[src/rtl/mem_arb_pkg.sv]
// Shared definitions for the memory port arbiter: owner encoding and defaults.
package mem_arb_pkg;

  typedef enum logic [1:0] {
    OWN_NONE = 2'd0,
    OWN_IF   = 2'd1,
    OWN_D    = 2'd2
  } owner_e;

  localparam int ADDR_W_DEF     = 12;
  localparam int STARVE_MAX_DEF = 4;

endpackage

[src/rtl/mem_arb_resp.sv]
// Response side of the arbiter: remembers who owned the last RAM cycle, raises
// that requester's Valid and returns the RAM data, with per-requester holds.
import mem_arb_pkg::*;

module mem_arb_resp (
  input  logic        clk,
  input  logic        rstn,
  input  owner_e      grantOwner,
  input  logic        grantWrite,
  input  logic [31:0] memRData,
  output logic        ifValid,
  output logic [31:0] ifData,
  output logic        dValid,
  output logic [31:0] dData
);

  owner_e      pendOwner;
  logic        pendWrite;
  logic [31:0] ifHold;
  logic [31:0] dHold;

  // Owner of the issuing cycle; reset drops any response still in flight.
  always_ff @(posedge clk or negedge rstn) begin
    if (!rstn) begin
      pendOwner <= OWN_NONE;
      pendWrite <= 1'b0;
    end else begin
      pendOwner <= grantOwner;
      pendWrite <= grantWrite;
    end
  end

  assign ifValid = (pendOwner == OWN_IF);
  assign dValid  = (pendOwner == OWN_D);

  // Keep the last read word visible after Valid drops; write acks leave D hold alone.
  always_ff @(posedge clk or negedge rstn) begin
    if (!rstn) begin
      ifHold <= '0;
      dHold  <= '0;
    end else begin
      if (ifValid)               ifHold <= memRData;
      if (dValid && !pendWrite)  dHold  <= memRData;
    end
  end

  assign ifData = ifValid ? memRData : ifHold;
  assign dData  = dValid  ? memRData : dHold;

endmodule

[src/rtl/mem_port_arbiter.sv]
// Two-requester arbiter for one single-port synchronous RAM shared by
// instruction fetch (IF) and the load/store stage (D). D has priority; IF is
// forced through after STARVE_MAX consecutive denied cycles.
// Optional macro MEM_ARB_PERF_CNT_EN builds the IF-stall and conflict counters.
import mem_arb_pkg::*;

module mem_port_arbiter #(
  parameter int ADDR_W     = ADDR_W_DEF,
  parameter int STARVE_MAX = STARVE_MAX_DEF
) (
  input  logic              clk,
  input  logic              rstn,
  input  logic              i_IFReq_1,
  input  logic [31:0]       i_IFAddr_32,
  output logic              o_IFGnt_1,
  output logic              o_IFValid_1,
  output logic [31:0]       o_IFData_32,
  input  logic              i_DReq_1,
  input  logic              i_DWen_1,
  input  logic [3:0]        i_DWstrb_4,
  input  logic [31:0]       i_DAddr_32,
  input  logic [31:0]       i_DWData_32,
  output logic              o_DGnt_1,
  output logic              o_DValid_1,
  output logic [31:0]       o_DData_32,
  output logic              o_MemEn_1,
  output logic [3:0]        o_MemWe_4,
  output logic [ADDR_W-1:0] o_MemAddr,
  output logic [31:0]       o_MemWData_32,
  input  logic [31:0]       i_MemRData_32,
  output logic              o_IFStall_1,
  output logic [31:0]       o_IFStallCnt_32,
  output logic [31:0]       o_DConflictCnt_32
);

  localparam logic [3:0] STARVE_LIM = 4'(STARVE_MAX);

  logic   [3:0] starveCnt;
  logic         starveHit;
  logic         ifGnt;
  logic         dGnt;
  logic         grantWrite;
  owner_e       grantOwner;

  // Byte offset and bits above the RAM depth are deliberately dropped (addresses wrap).
  logic unusedAddrBits;
  assign unusedAddrBits = ^{i_IFAddr_32[31:ADDR_W+2], i_IFAddr_32[1:0],
                            i_DAddr_32[31:ADDR_W+2],  i_DAddr_32[1:0]};

  // Grants are gated by rstn so nothing reaches the RAM while in reset.
  assign starveHit  = (starveCnt == STARVE_LIM);
  assign ifGnt      = rstn & i_IFReq_1 & (~i_DReq_1 | starveHit);
  assign dGnt       = rstn & i_DReq_1 & ~ifGnt;
  assign grantWrite = dGnt & i_DWen_1;

  assign o_IFGnt_1     = ifGnt;
  assign o_DGnt_1      = dGnt;
  assign o_IFStall_1   = i_IFReq_1 & ~ifGnt;
  assign o_MemEn_1     = ifGnt | dGnt;
  assign o_MemWe_4     = grantWrite ? i_DWstrb_4 : 4'b0000;
  assign o_MemAddr     = ifGnt ? i_IFAddr_32[ADDR_W+1:2] : i_DAddr_32[ADDR_W+1:2];
  assign o_MemWData_32 = i_DWData_32;

  // Owner of this cycle, handed to the response side.
  always_comb begin
    grantOwner = OWN_NONE;
    if (ifGnt)     grantOwner = OWN_IF;
    else if (dGnt) grantOwner = OWN_D;
  end

  // Count consecutive denied IF cycles; saturate at the limit, clear otherwise.
  always_ff @(posedge clk or negedge rstn) begin
    if (!rstn)                     starveCnt <= '0;
    else if (i_IFReq_1 && !ifGnt)  starveCnt <= starveHit ? starveCnt : starveCnt + 4'd1;
    else                           starveCnt <= '0;
  end

`ifdef MEM_ARB_PERF_CNT_EN
  logic [31:0] ifStallCnt;
  logic [31:0] dConflictCnt;

  // Free-running wrap-around performance counters.
  always_ff @(posedge clk or negedge rstn) begin
    if (!rstn) begin
      ifStallCnt   <= '0;
      dConflictCnt <= '0;
    end else begin
      if (o_IFStall_1)           ifStallCnt   <= ifStallCnt + 32'd1;
      if (i_IFReq_1 && i_DReq_1) dConflictCnt <= dConflictCnt + 32'd1;
    end
  end

  assign o_IFStallCnt_32   = ifStallCnt;
  assign o_DConflictCnt_32 = dConflictCnt;
`else
  assign o_IFStallCnt_32   = 32'd0;
  assign o_DConflictCnt_32 = 32'd0;
`endif

  mem_arb_resp uResp (
    .clk        (clk),
    .rstn       (rstn),
    .grantOwner (grantOwner),
    .grantWrite (grantWrite),
    .memRData   (i_MemRData_32),
    .ifValid    (o_IFValid_1),
    .ifData     (o_IFData_32),
    .dValid     (o_DValid_1),
    .dData      (o_DData_32)
  );

endmodule

[config.mk]
export PLATFORM = sky130hd
export DESIGN_NAME = mem_port_arbiter
export DESIGN_NICKNAME = d
export VERILOG_FILES = /design/src/rtl/mem_arb_pkg.sv /design/src/rtl/mem_arb_resp.sv /design/src/rtl/mem_port_arbiter.sv
export SDC_FILE = /design/constraint.sdc
export NUM_CORES = 1
export LEC_CHECK = 0
export BUFFER_PORTS_ARGS = -buffer_cell sky130_fd_sc_hd__buf_4
export CAP_MARGIN = 40
export CORE_AREA = 2 2 123 125
export CTS_CLUSTER_SIZE = 40
export DETAILED_ROUTE_END_ITERATION = 12
export DIE_AREA = 0 0 125 127
export PLACE_DENSITY = 0.67
export SYNTH_ARGS = -nofsm -noshare
export SYNTH_HDL_FRONTEND = slang
export SYNTH_SLANG_ARGS = --single-unit
[constraint.sdc]
create_clock -name clk -period 6.3 [get_ports clk]
set_input_delay 1.89 -clock clk [delete_from_list [all_inputs] [get_ports clk]]
set_output_delay 1.89 -clock clk [all_outputs]
set_load 0.05 [all_outputs]
After elaboration in Yosys (flattened, before gate mapping)
Cells that the tools add are included. Widths: inputs -> output; s select.

Memory bits (writable): 0. Bits in latches: 0. Memories: 0. Logic and storage cells: 32. Memory bits (read-only): 0. Output and inout port bits: 182. Register bits after elaboration: 71. Input bits: 137.

Shifts and indexed selects: 0. $lt $le $gt $ge: 0. Divide/modulo/power cells: 0. Reductions and logical operators: 4. Add/sub/neg operators: 1. $mul: 0. Equal/unequal tests: 4. Multiplexer cells: 8. Bitwise operators: 10.

Operators with widths (count): $mux 32 (2); $mux 12 (1); $mux 4 (3); $and 1x1->1 (6); $add 4x1->4 const B (1); $eq 4x3->1 const B (1); $mux 2 (2); $eq 2x1->1 const B (1); $eq 2x2->1 const B (1); $logic_and 1x1->1 (2); $logic_not 1->1 (2); $ne 2x2->1 const B (1); $not 1->1 (2); $or 1x1->1 (2).

Longest topological paths before layout
Word-level depth: 7. Gate-level depth with buffers: 6. Depth with buffers taken out: 5.

Hierarchy
Synthesis repeated with hierarchy kept, for this count alone.

Cells, all modules: 322. Area total of the unflattened synthesis: 4294.1 um^2.

Modules (own cells, without submodules): mem_arb_resp (instances 1, cells an instance 178, area an instance 3050.4 um^2); mem_port_arbiter (instances 1, cells an instance 144, area an instance 1243.7 um^2).

Worst setup path after synthesis
No wires, ideal clock.

Path kind: in2out. Start point: in i_DReq_1. End point: out o_MemWe_4[0]. Data required time: 4.410 ns. Buffers on the path: 0. Data arrival time: 3.429 ns. Cell stages on the path: 3. Path slack: 0.981 ns. Cell sequence: nand2_1 a21oi_1 and3_1.

Word-level cells in the longest chain between the ends: 7.

RTL lines: start, declared (line mem_port_arbiter.sv:18) `input logic i_DReq_1,`; $not 1->1 (line mem_port_arbiter.sv:52) `assign ifGnt = rstn & i_IFReq_1 & (~i_DReq_1 | starveHit);`; $or 1x1->1 (line mem_port_arbiter.sv:52); $and 1x1->1 (line mem_port_arbiter.sv:52); $not 1->1 (line mem_port_arbiter.sv:53) `assign dGnt = rstn & i_DReq_1 & ~ifGnt;`; $and 1x1->1 (*) (line mem_port_arbiter.sv:53); via o_DGnt_1 (line mem_port_arbiter.sv:23) `output logic o_DGnt_1,`; $and 1x1->1 (*) (line mem_port_arbiter.sv:54) `assign grantWrite = dGnt & i_DWen_1;`; $mux 4 (*) (line mem_port_arbiter.sv:60) `assign o_MemWe_4 = grantWrite ? i_DWstrb_4 : 4'b0000;`; end, declared (line mem_port_arbiter.sv:27) `output logic [3:0] o_MemWe_4,`.

Mark *: on every way through the listed nets, which the timed path passes. The rest lies on a longest branch.

Worst setup path in the final report
Start point: in rstn. End point: out o_MemAddr[6].

Word-level cells in the longest chain between the ends: 3.

RTL lines: start, declared (line mem_port_arbiter.sv:12) `input logic rstn,`; $and 1x1->1 (2 in a row) (line mem_port_arbiter.sv:52); $mux 12 (line mem_port_arbiter.sv:61) `assign o_MemAddr = ifGnt ? i_IFAddr_32[ADDR_W+1:2] : i_DAddr_32[ADDR_W+1:2];`; end, declared (line mem_port_arbiter.sv:28) `output logic [ADDR_W-1:0] o_MemAddr,`.

No other way between the ends.

==> results.cfg <==
[run_status]
status = complete, no violations

[route]
wirelength_um = 10200
via_per_inst = 4.14
post-route-drc-count = 0
post_drt_wl_per_cell_um = 16.1
antenna_left = 0
dr.pass1.iters = 4
num_vias = 2613
drtIter0Drc = 67

[clocking]
postCtsSetupRepairBufs = 0
cts_buffer_depth = 2
cts_root_buf = clkbuf_16
clkLatencyLatePin_ns = 0.33
cts_buffers = 9
cts_hold_buf = 0
cts_resized = 0
cts_sinks = 71
cts_tree = yes
cts.htree.levels = 3
clk_pin_slew_ns = 0.05

[final_layout]
antenna_cells = 0
drive_gt1_share_pct = 63.3
fin_util_pct = 36.9
final_cell_mix = buf_4 (152), mux2_2 (80), dfrtp_1 (71), conb_1 (64), mux2_4 (30)
syn_to_final_growth_pct = 27.4
final_common_cell = buf_4
final_net_count = 581

[timing]
setup-tns-final_ns = 0
slew_viol_final = 0
fmax_ghz = 0.187
rsz0062_at_grt = false
layout_setup_ws_ns = 0.947
fin_skew_ns = 0.00759
worstMarginPinSlew_ns = 0.730
setup_viol = 0
post-route-min-period_ns = 5.35
finalHoldViolations = 0
post-route-period-util_pct = 85.0
slew_headroom_pct = 51.3

[critical_path]
cp_top_family = compound AO/OA/AOI/OAI gates
path_class = in2out
path_buf_inv = 2
worstSetupEndpointType = output pin
crit_path_top_delay_cell = a21oi_2
crit_fanout = 20
cpMostUsedCell = buf_4
crit_path_max_incr_delay_ns = 0.56
critPathArrivalTime_ns = 3.46
worstPathCellList = buf_4 > nand2_1 > a21oi_2 > mux2_2 > buf_4
critPathRequiredTime_ns = 4.41
start_kind = input port

[logic_synthesis]
yosysWarningCount = 0
ys.flop_type = dfrtp_1
ys_types = 27
seq_area_frac_synth_pct = 42.6
ys_ff_latch = 71
synth-edff-count = 0
synth_cells = 323
avgSynthCellArea_um2 = 12.9
synth.cell_area_um2 = 4170
synthArstFlopShare_pct = 100

[global_routing]
grt_pass1_wl_um = 15500
grt_usage_pct = 12.6
grt-ovfl-total = 0
antenna_found_initial = 0
grt_pass1_vias = 2675
grt_start_max_net_pins = 57

[power_and_ir_drop]
powerDensity_nw_per_um2 = 359
power_frac_seq_pct = 30.1
switching_power_w = 0.000774
ir_worst_vdd_uv = 122
total_leakage_power_nw = 2.62
p_clk_share_pct = 26.7
switching_share_pct = 40.5
combPwrFrac_pct = 43.3
intPower_w = 0.00114

[min_path]
hold_class = reg2reg

[floorplan]
num_io_pins = 319
coreArea_um2 = 14400
design.die.area_um2 = 15900
fp.dieW_um = 125
start_util_pct = 28.9
fp.dieH_um = 127
rows = 44

[place]
place_ws_ns = 0.919
portBuffers = 150
globalplace.congestion = 0.755
hpwl_um = 7890

[job]
maxCapViolCount = 0
logic make-up (layout without fill, tap and decap cells):
logic type | Yosys count | after routing | share of synthesized area (%)
other cells | 1 | 64 | 0.0898
mux | 110 | 110 | 32.4
compound gates | 5 | 5 | 0.899
flops | 71 | 71 | 42.6
simple gates | 20 | 20 | 3.03
xor+xnor | 1 | 1 | 0.210
fa+ha+maj | 2 | 2 | 0.599
buf+inv | 113 | 174 | 20.2
power by group through the flow:
stage	Combinational (W)	Clock [W]	Sequential, W
final	0.000826	0.000510	0.000574
after floorplan	0.000704	0	0.000571
after detailed placement	0.000830	0	0.000582
after global routing	0.000860	0.000551	0.000585
after CTS	0.000833	0.000535	0.000575
after global placement	0.000819	0	0.000577
stage by stage:
step | hold WS, ns | area [um^2] | cells | power [W]
2_1_floorplan | 0.477 | 4410 | 386 | 0.00127
3_3_place_gp | 0.480 | 4960 | 613 | 0.00140
3_5_place_dp | 0.484 | 5020 | 615 | 0.00141
4_1_cts | 0.498 | 5320 | 631 | 0.00194
5_1_grt | 0.512 | 5320 | 631 | 0.00200
6_report | 0.495 | 5320 | 631 | 0.00191
routing by layer:
| layer | track usage (%) | vias to the layer above | share of wire, % |
|---|---|---|---|
| met5 | 0 | - | 0 |
| met3 | 5.11 | 7 | 7.4 |
| met2 | 21.6 | 159 | 52 |
| met1 | 15.0 | 1279 | 40 |
| met4 | 2.55 | 0 | 0.80 |
| li1 | - | 1168 | - |
synthesized netlist by cell type, drive strengths merged (2+ instances only):
library cell    n  area [um^2]
nand2b          2         12.5
and2            2         12.5
and3            7         43.8
nor2b           2         20.0
nand3           2         10.0
buf           108          826
dfrtp          71         1780
mux2          110         1350
ha              2         25.0
inv             4         15.0
nand2           2         7.51
a21oi           2         13.8
sequential cells by signal, indices dropped and copies added, names as in the netlist:
name,flops
uResp.dHold,32
starveCnt,4
uResp.pendOwner,2
uResp.ifHold,32
uResp.pendWrite,1
layout make-up:
cell class	instances	area, um^2
fillers	1419	9110
multi-input cells	202	1800
flip-flops and latches	71	1780
repair buffers	154	1200
clock buffers	11	243
well taps	184	230
clock inverters	5	56.3
inverters	4	15.0
worst paths after layout:
kind,startpoint,end,slack [ns],cells past startpoint
setup reg to reg,uResp.pendOwner[0]$_DFF_PN0_,uResp.dHold[2]$_DFFE_PN0P_,3.73,4
hold / removal,uResp.ifHold[5]$_DFF_PN0_,uResp.ifHold[5]$_DFF_PN0_,0.50,1
setup / recovery,rstn,o_MemAddr[6],0.95,5
min in group asynchronous,rstn,starveCnt[3]$_DFFE_PN0P_,1.43,1
hold reg to reg,uResp.ifHold[5]$_DFF_PN0_,uResp.ifHold[5]$_DFF_PN0_,0.50,1
max in group asynchronous,rstn,uResp.dHold[21]$_DFFE_PN0P_,3.85,2
No activity file was read; power rests on OpenSTA's default activity.
